## src/rtl/mips_pkg.sv

```systemverilog
// mips_pkg: MIPS32 opcode constants, instruction field positions and loader FSM states.
package mips_pkg;
   localparam logic [5:0] OP_RTYPE = 6'h00;
   localparam logic [5:0] OP_J     = 6'h02;
   localparam logic [5:0] OP_JAL   = 6'h03;
   localparam int OPC_HI = 31, OPC_LO = 26;
   localparam int RS_HI  = 25, RS_LO  = 21;
   localparam int RT_HI  = 20, RT_LO  = 16;
   localparam int RD_HI  = 15, RD_LO  = 11;
   localparam int SH_HI  = 10, SH_LO  = 6;
   localparam int FN_HI  = 5,  FN_LO  = 0;
   localparam int IMM_HI = 15, IMM_LO = 0;
   localparam int ADR_HI = 25, ADR_LO = 0;
   typedef enum logic [1:0] {IDLE, RUN, DRAIN, DONE} state_t;
endpackage

```

## src/rtl/instr_encode_loader_if.sv

```systemverilog
// instr_encode_loader_if: decoded-field tuple handshake plus instruction-memory write bus.
interface instr_encode_loader_if #(parameter int ADDR_W = 32);
   logic              in_valid;
   logic              in_ready;
   logic [5:0]        opcode;
   logic [4:0]        rs;
   logic [4:0]        rt;
   logic [4:0]        rd;
   logic [4:0]        shamt;
   logic [5:0]        funct;
   logic [15:0]       immediate;
   logic [25:0]       address;
   logic              imem_we;
   logic [ADDR_W-1:0] imem_addr;
   logic [31:0]       imem_wdata;
   logic              imem_ready;
   modport slave (
      input  in_valid, opcode, rs, rt, rd, shamt, funct, immediate, address, imem_ready,
      output in_ready, imem_we, imem_addr, imem_wdata
   );
   modport master (
      output in_valid, opcode, rs, rt, rd, shamt, funct, immediate, address, imem_ready,
      input  in_ready, imem_we, imem_addr, imem_wdata
   );
endinterface

```

## src/rtl/mips_instr_encode.sv

```systemverilog
// mips_instr_encode: packs decoded MIPS32 fields into an R, I or J instruction word.
module mips_instr_encode
   import mips_pkg::*;
(
   input  logic [5:0]  opcode,
   input  logic [4:0]  rs,
   input  logic [4:0]  rt,
   input  logic [4:0]  rd,
   input  logic [4:0]  shamt,
   input  logic [5:0]  funct,
   input  logic [15:0] immediate,
   input  logic [25:0] address,
   output logic [31:0] word
);
   always_comb begin
      word = '0;
      word[OPC_HI:OPC_LO] = opcode;
      if (opcode == OP_J || opcode == OP_JAL) begin
         word[ADR_HI:ADR_LO] = address;
      end else begin
         word[RS_HI:RS_LO] = rs;
         word[RT_HI:RT_LO] = rt;
         if (opcode == OP_RTYPE) begin
            word[RD_HI:RD_LO] = rd;
            word[SH_HI:SH_LO] = shamt;
            word[FN_HI:FN_LO] = funct;
         end else begin
            word[IMM_HI:IMM_LO] = immediate;
         end
      end
   end
endmodule

```

## src/rtl/instr_encode_loader.sv

```systemverilog
// instr_encode_loader: encodes accepted field tuples and writes them to consecutive
// instruction-memory words starting at a programmed base address.
module instr_encode_loader
   import mips_pkg::*;
#(
   parameter int ADDR_W = 32,
   parameter int CNT_W  = 16
) (
   input  logic                clk,
   input  logic                rst_n,
   input  logic                start,
   input  logic [ADDR_W-1:0]   base_addr,
   input  logic [CNT_W-1:0]    count,
   output logic                busy,
   output logic                done,
   instr_encode_loader_if.slave bus
);
   state_t            state, nxt;
   logic [ADDR_W-1:0] addr;
   logic [CNT_W-1:0]  remaining;
   logic [31:0]       word;
   logic              accept, retire;
   mips_instr_encode u_enc (
      .opcode    (bus.opcode),
      .rs        (bus.rs),
      .rt        (bus.rt),
      .rd        (bus.rd),
      .shamt     (bus.shamt),
      .funct     (bus.funct),
      .immediate (bus.immediate),
      .address   (bus.address),
      .word      (word)
   );
   // single-entry output register: a new tuple may enter as the held one retires
   assign bus.in_ready = (state == RUN) && (!bus.imem_we || bus.imem_ready);
   assign accept = bus.in_valid && bus.in_ready;
   assign retire = bus.imem_we && bus.imem_ready;
   always_comb begin
      nxt  = state;
      busy = (state == RUN) || (state == DRAIN);
      done = state == DONE;
      case (state)
         IDLE:    if (start) nxt = (count != '0) ? RUN : DONE;
         RUN:     if (accept && remaining == CNT_W'(1)) nxt = DRAIN;
         DRAIN:   if (retire) nxt = DONE;
         default: nxt = IDLE;
      endcase
   end
   always_ff @(posedge clk or negedge rst_n) begin
      if (!rst_n) begin
         state          <= IDLE;
         addr           <= '0;
         remaining      <= '0;
         bus.imem_we    <= 1'b0;
         bus.imem_addr  <= '0;
         bus.imem_wdata <= '0;
      end else begin
         state <= nxt;
         if (state == IDLE && start) begin
            addr      <= base_addr & ~ADDR_W'(3);
            remaining <= count;
         end
         if (accept) begin
            bus.imem_we    <= 1'b1;
            bus.imem_addr  <= addr;
            bus.imem_wdata <= word;
            addr           <= addr + ADDR_W'(4);
            remaining      <= remaining - CNT_W'(1);
         end else if (retire) begin
            bus.imem_we <= 1'b0;
         end
      end
   end
endmodule
```

## src/flat_wrapper.sv

```systemverilog
// flat-port wrapper written by rule: the top's interface ports become plain ports
module instr_encode_loader_flat import mips_pkg::*;
#(
   parameter int ADDR_W = 32,
   parameter int CNT_W  = 16
)
  (clk, rst_n, start, base_addr, count, busy, done, bus_in_valid, bus_opcode, bus_rs, bus_rt, bus_rd, bus_shamt, bus_funct, bus_immediate, bus_address, bus_imem_ready, bus_in_ready, bus_imem_we, bus_imem_addr, bus_imem_wdata);
  instr_encode_loader_if #(.ADDR_W(ADDR_W)) bus_i ();
  input  logic clk;
  input  logic rst_n;
  input  logic start;
  input  logic [ADDR_W-1:0] base_addr;
  input  logic [CNT_W-1:0] count;
  output logic busy;
  output logic done;
  input wire logic [$bits(bus_i.in_valid)-1:0] bus_in_valid;
  input wire logic [$bits(bus_i.opcode)-1:0] bus_opcode;
  input wire logic [$bits(bus_i.rs)-1:0] bus_rs;
  input wire logic [$bits(bus_i.rt)-1:0] bus_rt;
  input wire logic [$bits(bus_i.rd)-1:0] bus_rd;
  input wire logic [$bits(bus_i.shamt)-1:0] bus_shamt;
  input wire logic [$bits(bus_i.funct)-1:0] bus_funct;
  input wire logic [$bits(bus_i.immediate)-1:0] bus_immediate;
  input wire logic [$bits(bus_i.address)-1:0] bus_address;
  input wire logic [$bits(bus_i.imem_ready)-1:0] bus_imem_ready;
  output wire logic [$bits(bus_i.in_ready)-1:0] bus_in_ready;
  output wire logic [$bits(bus_i.imem_we)-1:0] bus_imem_we;
  output wire logic [$bits(bus_i.imem_addr)-1:0] bus_imem_addr;
  output wire logic [$bits(bus_i.imem_wdata)-1:0] bus_imem_wdata;
  assign bus_i.in_valid = bus_in_valid;
  assign bus_i.opcode = bus_opcode;
  assign bus_i.rs = bus_rs;
  assign bus_i.rt = bus_rt;
  assign bus_i.rd = bus_rd;
  assign bus_i.shamt = bus_shamt;
  assign bus_i.funct = bus_funct;
  assign bus_i.immediate = bus_immediate;
  assign bus_i.address = bus_address;
  assign bus_i.imem_ready = bus_imem_ready;
  assign bus_in_ready = bus_i.in_ready;
  assign bus_imem_we = bus_i.imem_we;
  assign bus_imem_addr = bus_i.imem_addr;
  assign bus_imem_wdata = bus_i.imem_wdata;
  instr_encode_loader #(.ADDR_W(ADDR_W), .CNT_W(CNT_W)) u_core (.clk(clk), .rst_n(rst_n), .start(start), .base_addr(base_addr), .count(count), .busy(busy), .done(done), .bus(bus_i));
endmodule
```

## config.mk

```make
export PLATFORM = sky130hd
export DESIGN_NAME = instr_encode_loader_flat
export DESIGN_NICKNAME = d
export VERILOG_FILES = /design/src/rtl/mips_pkg.sv /design/src/rtl/instr_encode_loader_if.sv /design/src/rtl/mips_instr_encode.sv /design/src/rtl/instr_encode_loader.sv /design/src/flat_wrapper.sv
export SDC_FILE = /design/constraint.sdc
export NUM_CORES = 1
export LEC_CHECK = 0
export BUFFER_PORTS_ARGS = -buffer_cell sky130_fd_sc_hd__buf_2
export CAP_MARGIN = 20
export CORE_ASPECT_RATIO = 1.75
export CORE_UTILIZATION = 51
export DETAILED_ROUTE_END_ITERATION = 7
export GPL_TIMING_DRIVEN = 0
export PLACE_DENSITY = 0.86
export SETUP_SLACK_MARGIN = 0.2
export SLEW_MARGIN = 40
export SYNTH_ARGS = -nofsm -noshare
export SYNTH_HDL_FRONTEND = slang
export SYNTH_SLANG_ARGS = --single-unit
```

## constraint.sdc

```tcl
create_clock -name clk -period 2.4 [get_ports clk]
set_input_delay 0.24 -clock clk [delete_from_list [all_inputs] [get_ports clk]]
set_output_delay 0.24 -clock clk [all_outputs]
set_load 0.02 [all_outputs]
```

* Yosys cells after proc, flatten, opt, wreduce, memory -nomap -nowiden *
Cells that the tools add are included.

storage, ports and cells
  register bits = 115
  bits of input ports = 127
  output and inout bits = 68
  word-level logic and storage cells = 45

cells by class
  $add $sub $neg = 2
  eq/ne operators = 9
  mux-type cells = 13
  reduce and logical (&&, ||, !) cells = 15

operators with widths
  cell                     count
  $mux W32                 2
  $mux W16                 3
  $add A32 B3 Y32 const B  1
  $mux W26                 1
  $eq A16 B1 Y1 const B    1
  $reduce_bool A16 Y1      1
  $sub A16 B1 Y16 const B  1
  $eq A6 B2 Y1 const B     2
  $mux W2                  4
  $logic_not A6 Y1         1
  $pmux W2 S3              1
  $logic_and A1 B1 Y1      5
  $eq A2 B2 Y1 const B     2
  $ne A2 B2 Y1 const B     2
  $reduce_bool A2 Y1       2
  $logic_or A1 B1 Y1       3
  $reduce_and A3 Y1        1
  $eq A2 B1 Y1 const B     1
  $logic_not A2 Y1         1
  $mux W1                  2
  $ne A2 B1 Y1 const B     1
  $logic_not A1 Y1         1

* Longest topological paths before layout *
  depth in word-level cells = 7
  gate-level depth with buffers = 9
  depth with buffers taken out = 7

* Hierarchy *
From an unflattened synthesis, not the netlist that was laid out.

unflattened totals
  cell total of the unflattened synthesis = 708
  area total of the unflattened synthesis = 5906.9 um^2

by module, submodules not included
  module               instances  cells an instance  area each (um^2)  seq. area each (um^2)
  instr_encode_loader  1          613                5292.6            2777.7
  mips_instr_encode    1          95                 614.3             0.0

* Worst setup path after synthesis *
Ideal clock, no wire load.

  path kind = register -> register
  from = register u_core.state[1]
  to = register u_core.state[1]
  setup time = 0.128 ns
  arrival = 1.724 ns
  required time = 2.272 ns
  path slack = 0.548 ns
  cell stages (with the launch flop) = 8
  path buffers = 0
  clock period less this slack = 1.852 ns
  path through = dfrtp_1 inv_1 ha_1 and2_2 nand2_1 o31a_1 a221oi_2 mux2_1

between the ends
  word-level cells in the longest chain between the ends = 6
  elaborated cells between the ends (all ways) = 11
  classes of those cells = eq/ne: 5; mux: 1; reduce/logical: 5

RTL lines
  item                         line                                                  text
  start: declaration           instr_encode_loader.sv:18                             state_t state, nxt;
  start signal: assignment     instr_encode_loader.sv:58                             state <= nxt;
  $eq A2 B1 Y1                 instr_encode_loader.sv:35, instr_encode_loader.sv:42
  $logic_and A1 B1 Y1          instr_encode_loader.sv:35                             assign bus.in_ready = (state == RUN) && (!bus.imem_we || bus.imem_ready);
  $logic_and A1 B1 Y1          instr_encode_loader.sv:36                             assign accept = bus.in_valid && bus.in_ready;
  $logic_and A1 B1 Y1          instr_encode_loader.sv:44                             RUN: if (accept && remaining == CNT_W'(1)) nxt = DRAIN;
  $ne A2 B2 Y1 (no line)       -
  $reduce_and A3 Y1 (no line)  -

Several ways; a longest one is shown, not always the timed one.
A chain may end at the register's enable or synchronous reset.

* Worst setup path in the final report *
  from = register u_core.state[0]
  to = register u_core.addr[7]

between the ends
  word-level cells in the longest chain between the ends = 4
  elaborated cells between the ends (all ways) = 7
  classes of those cells = eq/ne: 1; mux: 1; reduce/logical: 5

RTL lines
  item                                            line                       text
  $eq A2 B1 Y1                                    instr_encode_loader.sv:35
  $logic_and A1 B1 Y1                             instr_encode_loader.sv:35
  $logic_and A1 B1 Y1                             instr_encode_loader.sv:36
  $mux W32 or $reduce_bool A2 Y1 (tied branches)  -
  end signal: assignment                          instr_encode_loader.sv:60  addr <= base_addr & ~ADDR_W'(3);
  end signal: assignment                          instr_encode_loader.sv:67  addr <= addr + ADDR_W'(4);
  end: declaration                                instr_encode_loader.sv:19  logic [ADDR_W-1:0] addr;

Several ways; a longest one is shown, not always the timed one.

==> flow_summary.json <==
{
  "worst_setup_path_startpoint": "u_core.state[0]$_DFFE_PN0P_",
  "netlist_top_cells_area": "dfrtp_1, nand2_1, mux2i_1",
  "synth_async_sr_flop_share_pct": 100.0,
  "endpoint": "u_core.addr[7]$_DFFE_PN0P_",
  "n_antenna_cell": 0,
  "antenna_violating_nets_post_route": 0,
  "core_area_um2": 11170,
  "synth-main-ff-cell": "dfrtp_1",
  "synthesis.yosys.warnings": 0,
  "remaining_max_slew_budget_at_the_tightest_pin_pct": 61.80,
  "cts_buffers": 9,
  "route.vias.total": 6074,
  "fin_nets": 1002,
  "cp.arrival_ps": 2380,
  "track_usage_pct": 30.04,
  "gp_congestion": 0.9261,
  "drt_drc_violations_left": 0,
  "routed_via_density": 6.056,
  "postSynthCellCount": 660,
  "hold-worst-slack_ps": 90.69,
  "rsz0062_at_grt": "false",
  "final_core_util_pct": 67.29,
  "power_density_nw_per_um2": 1277,
  "reg2regPathDepth": 7,
  "die_w_um": 83.19,
  "holdCritPathClass": "in -> reg",
  "die_area_um2": 11990,
  "maxSlewViolCount": 0,
  "synth.top_cells.by_count": "nand2_1, dfrtp_1, a21oi_1",
  "run_status": "finished, final reports clean",
  "nature_of_the_critical_path_startpoint": "flip-flop",
  "grt_start_max_net_pins": 58,
  "number_of_levels_in_the_clock_h_tree": 3,
  "max_freq_mhz": 468.4,
  "final_critical_path_required_period_ps": 2135,
  "post-synth-top-area-cell": "dfrtp_1",
  "synth.ff_latch_count": 111,
  "maxCapViolCount": 0,
  "synth_edf_count": 0,
  "io_count": 195,
  "r2r_start": "u_core.state[0]$_DFFE_PN0P_",
  "grt_first_pass_wirelength_um": 28090,
  "final_wl_um": 18390,
  "synth.cell_area_um2": 5883,
  "grt_pass1_vias": 5798,
  "drt_pass1_iterations": 7,
  "crit_path_class": "reg -> reg",
  "detail_route.iter0.violations": 526,
  "floorplan.die.height_um": 144.1,
  "number_of_buffers_between_clock_root_and_the_deepest_sink": 2,
  "report.power.total_w": 0.009596,
  "worst_setup_hold_path_clk_slew_ps": 80,
  "area_growth_pct": 27.73,
  "start_util_pct": 52.68,
  "setup_violations": 0,
  "reg2reg_slack_ps": 270,
  "terminus_of_the_critical_flop_to_flop_path": "u_core.addr[7]$_DFFE_PN0P_",
  "clock_latency_ps": 350,
  "hpwl_um": 13670,
  "synth_seq_area_share_pct": 47.21,
  "netlist_cell_types": 66,
  "post-place-ws_ps": -61.19,
  "crit_fanout": 9,
  "antenna_violations_before_repair": 0,
  "synth.avg_cell_area_um2": 8.914,
  "timing_hold_violations_final": 0,
  "worst-endpoint-required_ps": 2640,
  "worst_clock_skew_ps": 5.991,
  "timing_worst_slew_pin_value_ps": 573.0,
  "drive_gt1_share_pct": 31.57,
  "clock_tree_from_tritoncts": "yes",
  "worst_setup_path_end_kind": "flip-flop",
  "portBuffers": 190,
  "setup_tns_ps": 0,
  "most_frequently_used_cell_type_in_the_post_synthesis_netlist": "nand2_1",
  "cts_num_sinks": 111,
  "fin_ws_ps": 265.2,
  "num_rows": 51,
  "largest_vdd_supply_drop_v": 0.0009745,
  "p_leak_nw": 3.853,
  "wl_per_cell_um": 18.33,
  "clk_root_buffer_cell": "clkbuf_16",
  "gr_ovfl_total": 0,
  "synth_top_cell_area_share_pct": 47.21,
  "fin_crit_sh_pct": 88.95
}
==> flip-flops by register name (all words and copies together) (netlist names) <==
| name | cells |
|---|---|
| u_core.bus.imem_wdata | 32 |
| u_core.state | 2 |
| u_core.bus.imem_we | 1 |
| u_core.addr | 30 |
| u_core.bus.imem_addr | 30 |
| u_core.remaining | 16 |
==> metrics by stage <==
stage	cells	area (um2)
floorplan	661	5887
finish	1003	7515
global placement	983	7003
detailed placement	984	7041
CTS	1000	7415
global route	1003	7515
==> cell families (layout without fill, tap and decap cells) <==
kind of cell | count (synthesis) | in the layout | share of synthesized area (%)
buffers and inverters | 55 | 265 | 4.126
AND/OR/NAND/NOR | 291 | 291 | 24.10
multiplexers | 31 | 31 | 5.317
flip-flops | 111 | 111 | 47.21
adder cells (fa/ha/maj) | 8 | 8 | 1.701
AO/OA/AOI/OAI | 161 | 161 | 17.18
other | 1 | 2 | 0.06374
XOR/XNOR | 2 | 2 | 0.2978
==> layout by cell type (no fill, tap or decap), drive strengths merged, types with 3 or more instances in the layout <==
cell type	n
buf	213
nand2	156
dfrtp	111
o21ai	50
a21oi	46
nor2	35
clkbuf	34
mux2i	29
nor3	21
nor4	18
a21o	17
nand3	17
inv	12
and3	11
a211oi	9
ha	8
nand4	6
o22ai	5
o32ai	4
or3	4
and4	4
nor3b	4
nand2b	4
nor2b	3
o21a	3
o211ai	3
a311oi	3
a211o	3
bufinv	3
and2	3
==> power breakdown <==
| part | switching [W] | leakage (nW) | internal (W) | total (W) |
|---|---|---|---|---|
| Sequential | 0.000726 | 1.31 | 0.00275 | 0.00347 |
| Clock | 0.000719 | 0.164 | 0.00102 | 0.00174 |
| Combinational | 0.00276 | 2.38 | 0.00162 | 0.00438 |
| Total | 0.00420 | 3.85 | 0.00539 | 0.00960 |
==> repair_timing <==
| action | CTS | global route |
|---|---|---|
| buffers inserted | 0 | 3 |
| hold endpoints to repair | 54 | 0 |
| pin swaps | 0 | 0 |
| setup endpoints to repair | 85 | 100 |
| hold buffers | 1 | 0 |
| gates resized for setup | 16 | 30 |
==> critical path, stage by stage (launching register included) <==
cell      delay [ps]
dfrtp_1          470
inv_1            100
ha_1             280
and2_1           160
clkbuf_2         200
nor2_1           470
a21oi_1          100
o221a_1          240
==> area by class of cell <==
| class | instances | area [um2] |
|---|---|---|
| multi-input cells | 495 | 2913 |
| repair buffers | 195 | 1021 |
| fillers | 943 | 3652 |
| clock inverters | 6 | 117.6 |
| plain buffers | 44 | 252.7 |
| clock buffers | 9 | 225.2 |
| flip-flops and latches | 111 | 2779 |
| well taps | 132 | 165.2 |
| inverters | 11 | 41.29 |
==> worst min-delay path by stage <==
stage,slack (ps),end,cells after the start,start
floorplan,-60,u_core.addr[10]$_DFFE_PN0P_,0,rst_n
global placement,450,u_core.bus.imem_wdata[26]$_DFFE_PN0N_,3,bus_opcode[0]
detailed placement,190,u_core.remaining[5]$_DFFE_PN0P_,1,rst_n
CTS,90,u_core.bus.imem_wdata[26]$_DFFE_PN0N_,3,bus_opcode[0]
global route,110,u_core.bus.imem_wdata[28]$_DFFE_PN0N_,3,bus_opcode[2]
finish,90,u_core.bus.imem_wdata[26]$_DFFE_PN0N_,3,bus_opcode[0]
==> metal layers <==
metal	global-route usage [%]	up-vias	wire length, um
met1	34.87	2861	6780
li1	-	2758	-
met4	20.51	0	1008
met2	50.91	368	9358
met5	0	-	0
met3	4.966	87	1242
Power figures use the tool's default switching activity.
